**config.mk**
```make
export PLATFORM = sky130hd
export DESIGN_NAME = recep_frame_tx
export DESIGN_NICKNAME = d
export VERILOG_FILES = /design/src/rtl/recep_frame_tx.sv
export SDC_FILE = /design/constraint.sdc
export NUM_CORES = 1
export LEC_CHECK = 0
export ABC_AREA = 1
export ABC_CLOCK_PERIOD_IN_PS = 1950
export CAP_MARGIN = 10
export CORE_AREA = 3 3 77 79
export DETAILED_ROUTE_END_ITERATION = 8
export DIE_AREA = 0 0 80 82
export HOLD_SLACK_MARGIN = 0.06
export PLACE_DENSITY_LB_ADDON = 0.08
export SYNTH_ARGS = -nofsm -noshare
export SYNTH_HDL_FRONTEND = slang
export SYNTH_SLANG_ARGS = --single-unit
export TNS_END_PERCENT = 10
```
**constraint.sdc**
```tcl
create_clock -name CLK -period 1.95 [get_ports CLK]
set_input_delay 0.585 -clock CLK [delete_from_list [all_inputs] [get_ports CLK]]
set_output_delay 0.585 -clock CLK [all_outputs]
set_load 0.02 [all_outputs]
```
**src/rtl/recep_frame_tx.sv**
```systemverilog
// recep_frame_tx: serialises a temperature/alarm snapshot, or the receiver-clear
// sequence, as a scancode frame on DATO with one FLAG strobe per byte.
// Optional feature macro: RECEP_ALARM_ONLY_EN (adds ALARM_ONLY input for
// alarm-only frames that omit the temperature bytes).
module recep_frame_tx #(
    parameter int unsigned GAP_CYCLES = 4
) (
    input  logic       CLK,
    input  logic       RST,
    input  logic       START,
    input  logic       SEND_RESET,
    input  logic [7:0] TEMP1,
    input  logic [7:0] TEMP2,
    input  logic       PELIGRO,
    input  logic       ALERTA,
    input  logic       GAS,
`ifdef RECEP_ALARM_ONLY_EN
    input  logic       ALARM_ONLY,
`endif
    output logic [7:0] DATO,
    output logic       FLAG,
    output logic       BUSY,
    output logic       DONE,
    output logic       ERR
);

    localparam int unsigned MAX_BYTES = 5;
    localparam int unsigned IDX_W     = 3;
    localparam int unsigned CNT_W     = 8;

    localparam logic [7:0] CODE_ENTER  = 8'h5A;
    localparam logic [7:0] CODE_RESET  = 8'h2D;
    localparam logic [7:0] CODE_P      = 8'h4D;
    localparam logic [7:0] CODE_A      = 8'h1C;
    localparam logic [7:0] CODE_G      = 8'h34;
    localparam logic [7:0] CODE_H      = 8'h33;
    localparam logic [7:0] CODE_FILLER = 8'h00;

    // SETUP/STROBE/GAP name the phase shown on the outputs in the current
    // cycle; NEXT is the one-cycle load phase between acceptance and byte 0.
    typedef enum logic [2:0] {
        S_IDLE,
        S_SETUP,
        S_STROBE,
        S_GAP,
        S_NEXT
    } state_t;

    state_t                         state;
    logic [MAX_BYTES-1:0][7:0]      frm_q;
    logic [IDX_W-1:0]               len_q;
    logic [IDX_W-1:0]               idx_q;
    logic [CNT_W-1:0]               cnt_q;
    logic                           rej_q;

    logic [MAX_BYTES-1:0][7:0]      frm_c;
    logic [IDX_W-1:0]               len_c;
    logic                           bad_c;
    logic                           alarm_c;
    logic [7:0]                     alarm_code_c;
    logic                           alarm_only_c;

    // Build the candidate byte list and rejection check from the live inputs.
    always_comb begin
        frm_c        = '0;
        len_c        = '0;
        bad_c        = 1'b0;
        alarm_c      = PELIGRO | ALERTA;
        alarm_code_c = PELIGRO ? CODE_P : CODE_A;
`ifdef RECEP_ALARM_ONLY_EN
        alarm_only_c = ALARM_ONLY;
`else
        alarm_only_c = 1'b0;
`endif
        if (SEND_RESET) begin
            frm_c[0] = CODE_RESET;
            frm_c[1] = CODE_FILLER;
            len_c    = IDX_W'(2);
        end else begin
            if (alarm_only_c) begin
                frm_c[len_c] = CODE_H;
                len_c        = len_c + IDX_W'(1);
            end else begin
                frm_c[0] = TEMP1;
                frm_c[1] = TEMP2;
                len_c    = IDX_W'(2);
                bad_c    = (TEMP1 == CODE_ENTER) || (TEMP1 == CODE_H) ||
                           (TEMP1 == CODE_RESET) || (TEMP2 == CODE_ENTER);
            end
            if (alarm_c) begin
                frm_c[len_c] = alarm_code_c;
                len_c        = len_c + IDX_W'(1);
            end
            if (alarm_c && GAS) begin
                frm_c[len_c] = CODE_G;
                len_c        = len_c + IDX_W'(1);
            end
            frm_c[len_c] = CODE_ENTER;
            len_c        = len_c + IDX_W'(1);
        end
    end

    // Sequencer: snapshot on acceptance, then SETUP/STROBE/GAP per byte.
    always_ff @(posedge CLK) begin
        if (RST) begin
            state <= S_IDLE;
            DATO  <= CODE_ENTER;
            FLAG  <= 1'b0;
            BUSY  <= 1'b0;
            DONE  <= 1'b0;
            ERR   <= 1'b0;
            rej_q <= 1'b0;
            frm_q <= '0;
            len_q <= '0;
            idx_q <= '0;
            cnt_q <= '0;
        end else begin
            DONE  <= 1'b0;
            ERR   <= rej_q;
            rej_q <= 1'b0;
            case (state)
                S_IDLE: begin
                    if (SEND_RESET || (START && !bad_c)) begin
                        frm_q <= frm_c;
                        len_q <= len_c;
                        idx_q <= '0;
                        state <= S_NEXT;
                    end else if (START) begin
                        rej_q <= 1'b1;
                    end
                end
                S_NEXT: begin
                    DATO  <= frm_q[idx_q];
                    BUSY  <= 1'b1;
                    state <= S_SETUP;
                end
                S_SETUP: begin
                    FLAG  <= 1'b1;
                    state <= S_STROBE;
                end
                S_STROBE: begin
                    FLAG  <= 1'b0;
                    cnt_q <= CNT_W'(GAP_CYCLES - 1);
                    state <= S_GAP;
                end
                S_GAP: begin
                    if (cnt_q != '0) begin
                        cnt_q <= cnt_q - CNT_W'(1);
                    end else if (idx_q == len_q - IDX_W'(1)) begin
                        DATO  <= CODE_ENTER;
                        BUSY  <= 1'b0;
                        DONE  <= 1'b1;
                        state <= S_IDLE;
                    end else begin
                        idx_q <= idx_q + IDX_W'(1);
                        DATO  <= frm_q[idx_q + IDX_W'(1)];
                        state <= S_SETUP;
                    end
                end
                default: state <= S_IDLE;
            endcase
        end
    end

endmodule

```
Yosys cells after proc, flatten, opt, wreduce, memory -nomap -nowiden
Index checks and enable logic that the tools add are counted.
{ "totals": {"register_bits": 70, "inputBits": 23, "output_inout_bits": 12, "word_cells": 121} }
{ "op_classes": {"bitwise": 9, "reduce_logical": 24, "n_eq_ne": 14, "add_sub_neg": 6, "n_lt_le_gt_ge": 8, "n_mux": 45} }
{ "op_table": {"columns": ["operator", "n"], "rows": [
  ["$mux W40", 4],
  ["$demux W8 S3", 3],
  ["$mux W8", 8],
  ["$bmux W8 S3", 2],
  ["$bwmux W40", 1],
  ["$mux W3", 11],
  ["$mux W16", 2],
  ["$pmux W8 S2", 2],
  ["$and A25 B25 Y25", 1],
  ["$not A25 Y25", 1],
  ["$mux W24", 1],
  ["$and A20 B20 Y20", 1],
  ["$lt A3 B4 Y1 const B", 5],
  ["$not A20 Y20", 1],
  ["$or A20 B20 Y20", 1],
  ["$eq A8 B6 Y1 const B", 2],
  ["$eq A8 B7 Y1 const B", 2],
  ["$or A15 B15 Y15", 1],
  ["$pmux W3 S5", 1],
  ["$add A3 B1 Y3 const B", 4],
  ["$ne A2 B2 Y1 const B", 5],
  ["$ge A3 B1 Y1 const B", 3],
  ["$reduce_and A2 Y1", 4],
  ["$reduce_bool A2 Y1", 4],
  ["other kinds (20)", 36]
]} }

Logic depth before layout (Yosys ltp)
{ "depth": {"ltp_word": 14, "ltp_mapped": 14, "mapped_depth_nobuf": 14} }

Least setup slack after synthesis
OpenSTA, ideal clock, no wires.
{ "synth_timing": {"path_type": "reg-to-reg", "from": "register len_q[0]", "to": "register BUSY", "synth_period_minus_slack_ns": 1.536, "t_required_ns": 1.818, "stages_incl_launch_ff": 9, "path_buffers": 0, "setup_time_ns": 0.132, "slack_ns": 0.414, "arrival_time_ns": 1.404, "cell_sequence": "dfxtp_1 -> inv_1 -> ha_1 -> xnor2_1 -> nor2_1 -> nand2_1 -> or3_1 -> nand2_1 -> a21oi_1"} }
{ "synth_via": {"elab_chain_len": 4} }
{ "synth_lines": {"columns": ["element", "line", "text"], "rows": [
  ["start: declaration", "51", "logic [IDX_W-1:0] len_q;"],
  ["start signal: assignment", "125", "len_q <= len_c;"],
  ["$sub A3 B1 Y3", "149", "end else if (idx_q == len_q - IDX_W'(1)) begin"],
  ["$eq A3 B3 Y1", "149", null],
  ["$ne A2 B2 Y1 (no line)", null, null],
  ["$reduce_and A3 Y1 (no line)", null, null],
  ["end signal: assignment", "109", "BUSY <= 1'b0;"],
  ["end signal: assignment", "134", "BUSY <= 1'b1;"],
  ["end signal: assignment", "151", "BUSY <= 1'b0;"],
  ["end: declaration", "22", "output logic BUSY,"]
]} }
Every way passes these cells.
A chain may end at the register's enable or synchronous reset.

Worst setup path after layout
{ "layout_timing": {"from": "register DATO[5]", "to": "output DATO[5]"} }
{ "layout_lines": {"columns": ["element", "line", "text"], "rows": [
  ["start: declaration", "20", "output logic [7:0] DATO,"],
  ["start signal: assignment", "133", "DATO <= frm_q[idx_q];"],
  ["start signal: assignment", "156", "DATO <= frm_q[idx_q + IDX_W'(1)];"]
]} }
No word-level cell between the ends.

==> metrics.txt <==
reg-to-reg endpoint BUSY; fill count 481; Overall Global Routing Usage 24.01%; first drt pass iteration count 7; worst min path class flip-flop to flip-flop; GP Congestion 0.9135; Hold Path End ERR; Initial Util 54.31%; multi-input logic area 0.001569 mm2; Cells after DPL 546; final setup vio count 0; Die ar. 0.006560 mm2; Syn Inst Count 436; CTS tree built; Root Driver clkbuf_8; period utilization 94.89%; critical path launch point type flip-flop; Via density 5.423; Yosys reg bits 54; worst-skew pair later-pin latency 0.31 ns; crit path cell chain clkdlybuf4s50_1; share of the synthesized area in the top cell type 36.83%; hpwl dp 5670 um; # DRC 0; Vias 3015; core area 0.005405 mm2; r2r worst-path depth 8; CP max stage cell clkdlybuf4s50_1; syn_nets 462; Final Max Slew Viols 0; CTS sink count 54; H-tree Lvls 2; routed wire length 7613 um; unrepaired setup endpoints after global routing no; status finished clean; Reg clk slew, reported paths 0.10 ns; CP max FO 2; Async SR Flop Fraction 0%; vias in the first global route 2701; delay-heaviest family, CP buffers and inverters; IO Port Bufs 34; final hold violations 0; number of core rows 27; Peak VDD IR 0.5456 mV; placed inst area 0.003455 mm2; Synth Flop Type dfxtp_1; wire per inst 13.69 um; leakage 1.592 nW; ANT cells 0; Syn Std Cell Area 0.002935 mm2; critical path class flip-flop to primary output; CTS max path bufs 2; Reg area 0.001081 mm2; fin area 0.003694 mm2; sequential share of the synthesized area 36.83%; dominant cells by area after synthesis dfxtp_1 (37%), nand2_1 (12%), a21oi_1 (7.7%); reg-to-reg startpoint len_q[0]; initial drt markers 304; Slew Limit Headroom 73.68%; Area Growth Syn to Fin 25.83%; Max Freq 0.5404 GHz; Routed Antenna Nets 0; CTS Hold Bufs 0; Critical Path RT 1.36 ns; Boundary Pins 35; worst-margin pin slew 0.3928 ns; Critical Path AT 1.27 ns; YS warnings 0; global route overflow 0; die span in x 80 um; Worst Setup End Kind primary output; MaxCap Viol Count 0; cts repair resizes 0; area leader, netlist dfxtp_1; CP peak stage delay 0.60 ns; Final Instance Count excl. Fillers 556; Hold Crit Start rej_q; Tmin final 1.850 ns; pin count of the biggest net entering global routing 32; hold path depth 2; initial antenna violation count 0; total CTS buffers 5; count of flip-flops with a built-in enable after synthesis 0; # nets final 509; Post-Syn Area per Cell 6.732 um2; die height 82 um; first-pass GRT wire length 12480 um; worst path bufs/invs 1; share of layout cells above drive strength 1 10.54%; postcts setup bufs 0; R2R setup slack 0.24 ns; Power Dens Cells 927.2 mW/mm2; library cells used by synthesis 32; clock skew 0.004357 ns
## per-stage QoR
stage                     utilization [%]  total power (W)  setup TNS [ns]  setup WS (ns)  hold WS, ns
after floorplan                         -         0.002129               0         0.4138       0.3883
after global placement              63.91         0.002450          -4.149        -0.1669       0.4056
after detailed placement            63.91         0.002471          -6.577        -0.2883       0.4081
after CTS                           66.55         0.003386               0        0.03579       0.4241
after global routing                68.33         0.003622               0        0.01610       0.4704
final                               68.33         0.003425               0        0.09960       0.4225
## worst min-delay path, stage by stage (launching register included)
cell and delay (ns):
dfxtp_1 0.32, inv_1 0.05, nor2_1 0.03
## cell usage after synthesis (2+ instances only)
cell type,count
a21oi_1,45
inv_2,3
nor3_1,9
nand3_1,33
buf_4,5
dfxtp_1,54
xor2_1,2
or2_1,2
clkbuf_1,10
o21ai_0,26
nand2_4,4
xnor2_1,2
inv_1,48
o221ai_1,3
ha_1,3
a31oi_1,6
nor2_1,42
buf_2,5
nand4_1,23
nand2_1,93
o22ai_1,2
o211ai_1,5
nand3_2,2
## area by class of cell
cell class,count,area share [%]
clock inverter,2,1.626
inverter,52,5.318
tap,72,2.439
multi-input combinational,309,42.48
sequential,54,29.27
clock buffer,6,2.236
timing repair buffer,61,16.63
## report_power, final
group / internal [W] / switching, W
clock: 0.000548 / 0.000388
sequential: 0.00122 / 0.0000898
combinational: 0.000465 / 0.000710
total: 0.00224 / 0.00119
## placed cells by master (no fill, tap or decap), types with 2 or more instances in the layout
master and instances:
nand2_4 3, clkbuf_8 6, o211ai_1 5, dlymetal6s2s_1 8
a31oi_1 6, a21oi_1 44, clkbuf_16 2, ha_1 3
nor3_1 9, xor2_1 2, nor2_1 42, o221ai_1 3
nand4_1 23, or2_1 2, o22ai_1 2, o21ai_0 26
dfxtp_1 54, buf_4 23, bufinv_16 2, nand2_1 93
nand3_2 4, nand3_1 31, inv_2 3, inv_1 48
xnor2_1 2, clkdlybuf4s50_1 26
## state kept, by name, indices dropped and copies added, names as in the netlist, 2 cells and up
name   cells
state      3
DATO       8
cnt_q      8
len_q      2
idx_q      3
frm_q     25
## layer usage
metal  up-vias  share of wire [%]  global-route usage, %
li1       1551                  -                      -
met4         0                1.8                  7.432
met5         -                  0                      0
met1      1341                 44                  30.15
met2       111                 49                  42.14
met3        12                5.0                  3.838
## how the worst max path moves through the flow
stage	to	start	slack (ns)	cells past startpoint
after global placement	idx_q[0]	TEMP1[1]	-0.17	12
after CTS	idx_q[0]	TEMP1[3]	0.04	12
after global routing	DATO[5]	len_q[0]	0.02	9
after detailed placement	idx_q[1]	TEMP1[3]	-0.29	12
after floorplan	BUSY	len_q[0]	0.41	8
final	DATO[5]	DATO[5]	0.1	1
## kinds of logic (layout without fill, tap and decap cells)
logic type	after synthesis	after routing	synth area share [%]
flip-flops	54	54	36.83
AND/OR/NAND/NOR	210	210	32.61
buffers and inverters	73	121	10.49
XOR/XNOR	5	5	1.748
AO/OA/AOI/OAI	91	91	17.05
adder cells (fa/ha/maj)	3	3	1.279
No activity file was read; power rests on OpenSTA's default activity.
